**config.mk**
```make
export PLATFORM = sky130hd
export DESIGN_NAME = key_conditioner
export DESIGN_NICKNAME = d
export VERILOG_FILES = /design/src/rtl/key_conditioner.sv
export SDC_FILE = /design/constraint.sdc
export NUM_CORES = 1
export LEC_CHECK = 0
export ABC_AREA = 1
export CORE_MARGIN = 3
export CORE_UTILIZATION = 47
export DETAILED_ROUTE_END_ITERATION = 7
export DONT_BUFFER_PORTS = 1
export HOLD_SLACK_MARGIN = 0.05
export PLACE_DENSITY = 0.74
export REMOVE_ABC_BUFFERS = 1
export SLEW_MARGIN = 20
export SYNTH_ARGS = -nofsm -noshare
export SYNTH_HDL_FRONTEND = slang
export SYNTH_SLANG_ARGS = --single-unit
export TNS_END_PERCENT = 100
```
**constraint.sdc**
```tcl
create_clock -name CLK -period 4 [get_ports CLK]
set_input_delay 0.8 -clock CLK [delete_from_list [all_inputs] [get_ports CLK]]
set_output_delay 0.8 -clock CLK [all_outputs]
set_load 0.005 [all_outputs]
```
**src/rtl/key_conditioner.sv**
```systemverilog
// key_conditioner: synchronizes and debounces active-low push-buttons, and
// produces one-cycle press / release / auto-repeat strobes per key.
module key_conditioner #(
  parameter int NKEYS           = 2,
  parameter int DEBOUNCE_CYCLES = 1000000,
  parameter int HOLD_CYCLES     = 50000000,
  parameter int REPEAT_CYCLES   = 10000000
) (
  input  logic             CLK,
  input  logic             RESET,
  input  logic [NKEYS-1:0] KEY,
  output logic [NKEYS-1:0] KEY_LEVEL,
  output logic [NKEYS-1:0] KEY_PRESS,
  output logic [NKEYS-1:0] KEY_RELEASE,
  output logic [NKEYS-1:0] KEY_REPEAT
);

  localparam int DB_W   = $clog2(DEBOUNCE_CYCLES);
  localparam int HR_MAX = (HOLD_CYCLES > REPEAT_CYCLES) ? HOLD_CYCLES : REPEAT_CYCLES;
  localparam int HC_W   = $clog2(HR_MAX + 1);

  localparam logic [DB_W-1:0] DB_ZERO   = {DB_W{1'b0}};
  localparam logic [DB_W-1:0] DB_ONE    = DB_W'(1);
  localparam logic [DB_W-1:0] DB_LAST   = DB_W'(DEBOUNCE_CYCLES - 1);
  localparam logic [HC_W-1:0] HC_ZERO   = {HC_W{1'b0}};
  localparam logic [HC_W-1:0] HC_ONE    = HC_W'(1);
  // A zero hold time disables repeat; the terminal value is then never used.
  localparam logic [HC_W-1:0] HOLD_LAST = HC_W'((HOLD_CYCLES > 0) ? (HOLD_CYCLES - 1) : 0);
  localparam logic [HC_W-1:0] REP_LAST  = HC_W'(REPEAT_CYCLES - 1);

  typedef enum logic [1:0] {
    ST_IDLE   = 2'd0,
    ST_HOLD   = 2'd1,
    ST_REPEAT = 2'd2
  } key_state_t;

  logic [NKEYS-1:0] r_sync1;
  logic [NKEYS-1:0] r_sync2;

  // Two-flop synchronizer for the raw asynchronous key pins (idle = released).
  always_ff @(posedge CLK or posedge RESET) begin
    if (RESET) begin
      r_sync1 <= {NKEYS{1'b1}};
      r_sync2 <= {NKEYS{1'b1}};
    end else begin
      r_sync1 <= KEY;
      r_sync2 <= r_sync1;
    end
  end

  for (genvar gi = 0; gi < NKEYS; gi++) begin : g_key
    logic [DB_W-1:0] r_db_cnt;
    logic            r_level;
    logic            r_press;
    logic            r_release;
    logic            r_repeat;
    key_state_t      r_state;
    key_state_t      w_state_nxt;
    logic [HC_W-1:0] r_hold_cnt;
    logic [HC_W-1:0] w_hold_cnt_nxt;
    logic            w_repeat_nxt;
    logic            w_differs;
    logic            w_accept;
    logic            w_acc_press;
    logic            w_acc_release;

    // A level change is accepted once the synchronized input has differed
    // from the current level for DEBOUNCE_CYCLES consecutive edges.
    assign w_differs     = (r_sync2[gi] != r_level);
    assign w_accept      = w_differs && (r_db_cnt == DB_LAST);
    assign w_acc_press   = w_accept && !r_sync2[gi];
    assign w_acc_release = w_accept &&  r_sync2[gi];

    // Debounce counter, accepted level and press/release strobes.
    always_ff @(posedge CLK or posedge RESET) begin
      if (RESET) begin
        r_db_cnt  <= DB_ZERO;
        r_level   <= 1'b1;
        r_press   <= 1'b0;
        r_release <= 1'b0;
      end else begin
        r_press   <= w_acc_press;
        r_release <= w_acc_release;
        if (!w_differs) begin
          r_db_cnt <= DB_ZERO;
        end else if (w_accept) begin
          r_db_cnt <= DB_ZERO;
          r_level  <= r_sync2[gi];
        end else begin
          r_db_cnt <= r_db_cnt + DB_ONE;
        end
      end
    end

    // Hold/repeat FSM state, hold counter and registered repeat strobe.
    always_ff @(posedge CLK or posedge RESET) begin
      if (RESET) begin
        r_state    <= ST_IDLE;
        r_hold_cnt <= HC_ZERO;
        r_repeat   <= 1'b0;
      end else begin
        r_state    <= w_state_nxt;
        r_hold_cnt <= w_hold_cnt_nxt;
        r_repeat   <= w_repeat_nxt;
      end
    end

    // Next-state logic; an accepted release always wins over a due repeat.
    always_comb begin
      w_state_nxt    = r_state;
      w_hold_cnt_nxt = r_hold_cnt;
      w_repeat_nxt   = 1'b0;
      case (r_state)
        ST_IDLE: begin
          if (w_acc_press) begin
            w_state_nxt    = ST_HOLD;
            w_hold_cnt_nxt = HC_ZERO;
          end else begin
            w_state_nxt    = ST_IDLE;
          end
        end
        ST_HOLD: begin
          if (w_acc_release) begin
            w_state_nxt    = ST_IDLE;
            w_hold_cnt_nxt = HC_ZERO;
          end else if (HOLD_CYCLES == 0) begin
            w_hold_cnt_nxt = HC_ZERO;
          end else if (r_hold_cnt == HOLD_LAST) begin
            w_state_nxt    = ST_REPEAT;
            w_hold_cnt_nxt = HC_ZERO;
            w_repeat_nxt   = 1'b1;
          end else begin
            w_hold_cnt_nxt = r_hold_cnt + HC_ONE;
          end
        end
        ST_REPEAT: begin
          if (w_acc_release) begin
            w_state_nxt    = ST_IDLE;
            w_hold_cnt_nxt = HC_ZERO;
          end else if (r_hold_cnt == REP_LAST) begin
            w_hold_cnt_nxt = HC_ZERO;
            w_repeat_nxt   = 1'b1;
          end else begin
            w_hold_cnt_nxt = r_hold_cnt + HC_ONE;
          end
        end
        default: begin
          w_state_nxt    = ST_IDLE;
          w_hold_cnt_nxt = HC_ZERO;
        end
      endcase
    end

    assign KEY_LEVEL[gi]   = r_level;
    assign KEY_PRESS[gi]   = r_press;
    assign KEY_RELEASE[gi] = r_release;
    assign KEY_REPEAT[gi]  = r_repeat;
  end

endmodule

```
==> results of run 1 <==
## cell type report
class                      instances  area [µm²]
clock buffer                       9         225
clock inverter                     7        75.1
timing repair buffer               2        15.0
multi-input combinational        605        3250
tap                              176         220
fill                            1302        6470
inverter                         100         383
sequential                       108        2710
## worst register-to-register path, cell delays in order (launching register included)
cell and delay, ns:
sky130_fd_sc_hd__dfrtp_1 0.36, sky130_fd_sc_hd__ha_1 0.20, sky130_fd_sc_hd__nand3_2 0.12, sky130_fd_sc_hd__inv_2 0.08, sky130_fd_sc_hd__nand2_2 0.06, sky130_fd_sc_hd__nor2_2 0.15
sky130_fd_sc_hd__nand3_2 0.11, sky130_fd_sc_hd__nand2_2 0.11, sky130_fd_sc_hd__inv_4 0.13, sky130_fd_sc_hd__nor2_8 0.14, sky130_fd_sc_hd__nand2_4 0.23, sky130_fd_sc_hd__o21ai_0 0.24
## logic make-up after synthesis
| family | count (synthesis) |
|---|---|
| XOR/XNOR | 52 |
| AND/OR/NAND/NOR | 465 |
| buffers and inverters | 119 |
| flip-flops | 108 |
| adder cells (fa/ha/maj) | 10 |
| AO/OA/AOI/OAI | 78 |
## through the flow
step / utilization [%] / setup WS (ns) / instance area (µm²) / hold WS, ns / power, W
finish: 51.6 / 1.99 / 6880 / 0.357 / 0.00205
global route: 51.6 / 1.77 / 6880 / 0.364 / 0.00213
CTS: 51.6 / 1.96 / 6880 / 0.358 / 0.00209
detailed placement: 49.3 / 1.96 / 6580 / 0.347 / 0.00117
global placement: 49.3 / 2.06 / 6580 / 0.346 / 0.00117
floorplan: - / 0.364 / 6340 / 0.345 / 0.00116
## where the power goes
part / total (W) / switching (W) / internal (W)
Sequential: 0.00110 / 0.00000470 / 0.00110
Clock: 0.000903 / 0.000416 / 0.000488
Combinational: 0.0000438 / 0.0000349 / 0.00000887
## cells in the final DEF (no fill, tap or decap), drive strengths merged
cell,count
clkinvlp,3
nand3b,5
inv,101
xnor2,10
nor3,28
nor3b,5
o21ai,57
nand2,211
xor2,42
or2,4
and3,1
clkbuf,9
ha,10
a21oi,18
o21a,1
dfrtp,102
nor2,126
dfstp,6
o211ai,1
a31oi,1
nand3,64
nand4,17
bufinv,1
clkinv,2
buf,2
nor4,4
## worst max path at each step
stage                                         end  slack (ns)                    from
after floorplan              g_key[0].r_db_cnt[0]        0.36                   RESET
after global placement    g_key[0].r_hold_cnt[22]        2.06  g_key[0].r_hold_cnt[0]
after CTS                 g_key[1].r_hold_cnt[23]        1.96    g_key[1].r_db_cnt[0]
final                     g_key[1].r_hold_cnt[23]        1.99    g_key[1].r_db_cnt[0]
after global routing      g_key[0].r_hold_cnt[21]        1.77    g_key[0].r_db_cnt[0]
after detailed placement  g_key[1].r_hold_cnt[24]        1.96    g_key[1].r_db_cnt[0]
## state kept, by name (all words and copies together) (netlist names)
name,cells
r_sync2,2
g_key.r_press,2
g_key.r_db_cnt,40
r_sync1,2
g_key.r_hold_cnt,52
g_key.r_repeat,2
g_key.r_release,2
g_key.r_state,4
g_key.r_level,2
## routing by layer
metal / track usage [%] / wire [µm]
met4: 4.50 / 129
met3: 4.57 / 362
met5: 0 / 0
met2: 30.4 / 5960
met1: 24.0 / 6200
==> impl_metrics.toml, run 1 <==
[yosys]
largest_family_of_logic_cells_by_synthesized_area = "simple AND/OR/NAND/NOR gates"
ys_ff_latch = 108
yosys.area_share.adder_pct = 1.93
synth_async_sr_flop_share_pct = 100
synth_compound_area_share_pct = 8.55
synth_top_flop_cell = "sky130_fd_sc_hd__dfrtp_1"
synth_commonest_cells = "sky130_fd_sc_hd__nand2_1 (200), sky130_fd_sc_hd__nor2_1 (112), sky130_fd_sc_hd__dfrtp_1 (102), sky130_fd_sc_hd__inv_1 (92), sky130_fd_sc_hd__nand3_1 (59)"
synth.area.top_cells = "sky130_fd_sc_hd__dfrtp_1 (39%), sky130_fd_sc_hd__nand2_1 (12%), sky130_fd_sc_hd__nor2_1 (6.5%), sky130_fd_sc_hd__xor2_1 (5.7%), sky130_fd_sc_hd__inv_1 (5.3%)"
yosys_warnings = 0
synth.area.mux_share_pct = 0
synthSimpleGateAreaFrac_pct = 32.7
synth.distinct_cells = 39
synth_top_area_cell = "sky130_fd_sc_hd__dfrtp_1"
post-synth-top-area-fraction_pct = 39.4
synth_edf_count = 0
synth.most_common_cell = "sky130_fd_sc_hd__nand2_1"
synth-xor-area-share_pct = 7.03
mappedNetlistArea_um2 = 6480
synth-seq-area-share_pct = 41.8
syn-mean-instance-area_um2 = 7.79
postSynthCellCount = 832

[timing]
timing.max_slew.rel_slack_pct = 41.7
post-route-period-util_pct = 50.3
setup_violating_endpoint_count_in_the_final_report = 0
highest_clock_frequency_the_design_can_meet_ghz = 0.497
fin_tns_setup_ns = 0
tightestPinTransition_ns = 0.874
worst_clock_skew_ns = 0.00604
timing.final.hold_violations = 0
grt_setup_unrepaired = "false"
final.min_clock_period_ns = 2.01
timing_max_transition_violations_final = 0

[floorplan]
row_count = 42
die-area_um2 = 15200
floorplan.core_area_um2 = 13300
io-pin-count = 12
die_width_um = 123
die_height_um = 123
initial_core_util_pct = 48.5

[clocking]
cts-resized-gates = 0
cts.clk_slew.worst_paths_ns = 0.07
clk_latency_ns = 0.36
cts.sinks = 108
cts.root.buffer_cell = "sky130_fd_sc_hd__clkbuf_16"
cts_post_setup_buffers_inserted = 0
cts_made_buffers = 9
cts_hold_buf = 0
clock_tree.buffer_depth = 2
htree_levels = 3
cts_tree = "done"

[global_routing]
grt_pass1_wl_mm = 22.6
first_global_vias = 4968
grt_remaining_overflow = 0
grt_start_max_net_pins = 74
grt_antenna_before_repair = 0
grt_util_all_layers_pct = 18.3

[pwr]
vdd_drop_max_uv = 233
leakage_dissipation_nw = 3.01
powerDensity_nw_per_um2 = 298

[cells_and_area]
final-instance-count-excl-fill = 1007
drive_above_1_share_pct = 12.9
layout-area-overhead-vs-synth_pct = 6.20
nets = 840
num_antenna_cells = 0

[critical_path]
critical_path.reg2reg.endpoint = "g_key[1].r_hold_cnt[23]"
cpPeakStageDelay_ns = 0.36
timing.critical_path.depth = 11
r2r_cells = 11
cp_max_fo = 26
crit_path_end_kind = "register"
worstPathCellList = "ha_1 > nand3_2 > inv_2 > nand2_2 > nor2_2 > nand3_2 > nand2_2 > inv_4 > nor2_8 > nand2_4 > o21ai_0"
crit_path_start_kind = "register"
cpLargestDelayFamily = "simple AND/OR/NAND/NOR gates"
slowest_stage = "sky130_fd_sc_hd__dfrtp_1"
reg2reg_setup_slack_ns = 1.99
critical_path.reg2reg.startpoint = "g_key[1].r_db_cnt[0]"
critical_path_required_ns = 4.27
worst_ep_arrival_time_ns = 2.28
path_class = "reg2reg"
buffers_and_inverters_on_the_worst_path = 2

[detailed_routing]
finalWirelength_mm = 12.7
route.detailed.wl_per_inst_um = 12.6
vias_per_cell = 5.02
vias = 5060
initialDrtViolationCount = 241
drt_pass1_iterations = 5
drt_drc = 0
antenna_violating_nets_post_route = 0

[worst_hold_path]
min_path_type = "reg2reg"
hold_path_end = "r_sync2[1]"
worstHoldStart = "r_sync1[1]"
hold_path_depth = 0

[placed_design]
place.detailed.hpwl_mm = 9.22
numPlacedInstances = 991
gp_congestion = 0.922
numPortBuffers = 0

[status]
run_status = "complete, no violations"

[job]
cap_viol_max_count = 0
Power figures use the tool's default switching activity.
==> inputs of run 2 (changes only) <==
--- a/config.mk
+++ b/config.mk
@@ -11,7 +11,7 @@
 export DETAILED_ROUTE_END_ITERATION = 7
 export DONT_BUFFER_PORTS = 1
 export HOLD_SLACK_MARGIN = 0.05
-export PLACE_DENSITY = 0.74
+export PLACE_DENSITY = 0.76
 export REMOVE_ABC_BUFFERS = 1
 export SLEW_MARGIN = 20
 export SYNTH_ARGS = -nofsm -noshare
==> constraint.sdc (replaced) <==
create_clock -name CLK -period 1.7 [get_ports CLK]
set_input_delay 0.34 -clock CLK [delete_from_list [all_inputs] [get_ports CLK]]
set_output_delay 0.34 -clock CLK [all_outputs]
set_load 0.005 [all_outputs]
==> impl_metrics.toml, run 2 (synthesized netlist as in run 1, its figures left out) <==
[status]
run_status = "finished with violations"
violations = "negative setup slack"

[timing]
highest_clock_frequency_the_design_can_meet_ghz = 0.553
grt_setup_unrepaired = "true"
worst_clock_skew_ns = 0.00647
tightestPinTransition_ns = 0.545
post-route-period-util_pct = 106
timing.max_slew.rel_slack_pct = 63.4
final.min_clock_period_ns = 1.81
setup_slack_ns = -0.109
setup_violating_endpoint_count_in_the_final_report = 52
timing_max_transition_violations_final = 0
timing.final.hold_violations = 0

[clocking]
cts_made_buffers = 9
cts.root.buffer_cell = "sky130_fd_sc_hd__clkbuf_16"
cts_tree = "done"
clk_latency_ns = 0.36
htree_levels = 3
clock_tree.buffer_depth = 2
cts.clk_slew.worst_paths_ns = 0.07
cts.sinks = 108

[worst_hold_path]
hold_path_depth = 0
worstHoldStart = "r_sync1[1]"
min_path_type = "reg2reg"
hold_path_end = "r_sync2[1]"

[cells_and_area]
largest_register_ff_count = 52
layout-area-overhead-vs-synth_pct = 28.9
final_common_cell = "sky130_fd_sc_hd__nand2_1"
fin_util_pct = 62.6
n_fill_cell = 1053
register_ranked_first_by_flip_flop_count = "g_key.r_hold_cnt"
final_area_um2 = 8350
nets = 969
drive_above_1_share_pct = 30.3
reg.largest.list = "g_key.r_hold_cnt x52, g_key.r_db_cnt x40, g_key.r_state x4"
mostFrequentLayoutCells = "sky130_fd_sc_hd__nand2_1 (190), sky130_fd_sc_hd__buf_4 (109), sky130_fd_sc_hd__dfrtp_1 (100), sky130_fd_sc_hd__nor2_1 (99), sky130_fd_sc_hd__inv_1 (88)"
num_antenna_cells = 0

[critical_path]
reg2reg_setup_slack_ns = -0.11
path_class = "reg2reg"
crit_path_start_kind = "register"
cp_max_fo = 6
critical_path.reg2reg.endpoint = "g_key[1].r_hold_cnt[0]"
cpPeakStageDelay_ns = 0.37
slowest_stage = "sky130_fd_sc_hd__dfrtp_1"
r2r_cells = 12
critical_path_required_ns = 1.99
crit_path_end_kind = "register"
worstPathCellList = "ha_2 > nand3_4 > inv_4 > nand2_4 > nor2_4 > nand3_2 > nand2_2 > inv_4 > nor2_8 > nand2_4 > clkbuf_16 > a21oi_4"
cpLargestDelayFamily = "simple AND/OR/NAND/NOR gates"
critical_path.reg2reg.startpoint = "g_key[1].r_db_cnt[0]"
buffers_and_inverters_on_the_worst_path = 3
worst_ep_arrival_time_ns = 2.10

[floorplan]
die_width_um = 123
initial_core_util_pct = 48.5
row_count = 42
die_height_um = 123
floorplan.core_area_um2 = 13300
die-area_um2 = 15200
io-pin-count = 12

[detailed_routing]
vias = 5835
finalWirelength_mm = 15.6
drt_drc = 0
antenna_violating_nets_post_route = 0
vias_per_cell = 5.14
drt_pass1_iterations = 7
route.detailed.wl_per_inst_um = 13.7
initialDrtViolationCount = 362

[global_routing]
first_global_vias = 5622
grt_start_max_net_pins = 36
grt_pass1_wl_mm = 25.3
grt_util_all_layers_pct = 20.6
grt_antenna_before_repair = 0
grt_remaining_overflow = 0

[placed_design]
gp_congestion = 0.920
placed_standard_cell_area_um2 = 7460
place.detailed.hpwl_mm = 10.8
numPortBuffers = 0

[job]
cap_viol_max_count = 0

[pwr]
switching_share_pct = 22.5
leakage_dissipation_nw = 3.81
post-layout-total-power_w = 0.00496
power.combinational.fraction_pct = 3.4
powerDensity_nw_per_um2 = 594
seqPwrFrac_pct = 52.5
share_clk_of_total_power_pct = 44.2
power.net_switching_w = 0.00111
vdd_drop_max_uv = 608
cellInternalPower_w = 0.00384
run 2: layer usage:
layer / vias up / share of wire [%] / GRT usage (%)
li1: 2890 / - / -
met1: 2779 / 43 / 25.9
met2: 147 / 51 / 35.7
met3: 19 / 4.0 / 4.89
met4: 0 / 1.1 / 5.19
met5: - / 0 / 0
run 2: final cells by class:
cell class | instances | area, µm² | share of cell area, %
Tap cell | 176 | 220 | 2.64
Clock buffer | 10 | 239 | 2.86
Clock inverter | 6 | 72.6 | 0.869
Multi-Input combinational cell | 605 | 3570 | 42.8
Timing Repair Buffer | 130 | 1130 | 13.6
Sequential cell | 108 | 2710 | 32.5
Timing Repair inverter | 1 | 7.51 | 0.0899
Inverter | 100 | 392 | 4.69
run 2: worst max path at each step:
| stage | start | to | slack (ns) | depth (start not counted) |
|---|---|---|---|---|
| global placement | g_key[0].r_db_cnt[0] | g_key[0].r_hold_cnt[22] | -0.03 | 11 |
| detailed placement | g_key[0].r_db_cnt[0] | g_key[0].r_hold_cnt[22] | -0.09 | 11 |
| CTS | g_key[1].r_db_cnt[0] | g_key[1].r_hold_cnt[10] | -0.01 | 12 |
| finish | g_key[1].r_db_cnt[0] | g_key[1].r_hold_cnt[0] | -0.11 | 12 |
| floorplan | RESET | g_key[0].r_db_cnt[0] | -1.48 | 1 |
| global route | g_key[1].r_db_cnt[0] | g_key[1].r_db_cnt[18] | -0.21 | 10 |
run 2: timing repair:
item	CTS	global route
hold endpoints to repair	25	0
resized for setup	23	80
setup buffers	4	16
pin swaps	6	31
endpoints found under the setup margin	52	79
cloned	0	2
hold buffers	3	0
run 2: metrics by stage:
step | worst slack, ns | setup TNS, ns | hold WS, ns | cells
after floorplan | -1.48 | -155.10 | 0.344 | 813
after CTS | -0.0103 | -0.0798 | 0.361 | 1120
after global routing | -0.210 | -10.40 | 0.362 | 1136
after detailed placement | -0.0883 | -1.84 | 0.232 | 1097
after global placement | -0.0280 | -0.181 | 0.230 | 1097
final | -0.109 | -3.45 | 0.360 | 1136
run 2: power by group through the flow:
stage | Clock (W) | Combinational, W | Sequential, W
final | 0.00219 | 0.000167 | 0.00260
after CTS | 0.00224 | 0.000148 | 0.00260
after floorplan | 0 | 0.0000785 | 0.00265
after detailed placement | 0 | 0.000139 | 0.00265
after global routing | 0.00233 | 0.000187 | 0.00260
after global placement | 0 | 0.000136 | 0.00265
==> inputs of run 3 (changes only) <==
--- a/config.mk
+++ b/config.mk
@@ -6,6 +6,7 @@
 export NUM_CORES = 1
 export LEC_CHECK = 0
 export ABC_AREA = 1
+export CAP_MARGIN = 0
 export CORE_MARGIN = 3
 export CORE_UTILIZATION = 47
 export DETAILED_ROUTE_END_ITERATION = 7
@@ -13,7 +14,6 @@
 export HOLD_SLACK_MARGIN = 0.05
 export PLACE_DENSITY = 0.76
 export REMOVE_ABC_BUFFERS = 1
-export SLEW_MARGIN = 20
 export SYNTH_ARGS = -nofsm -noshare
 export SYNTH_HDL_FRONTEND = slang
 export SYNTH_SLANG_ARGS = --single-unit
==> results of run 3 <==
No change in the layout: final DEF, timing and power equal those of run 2.
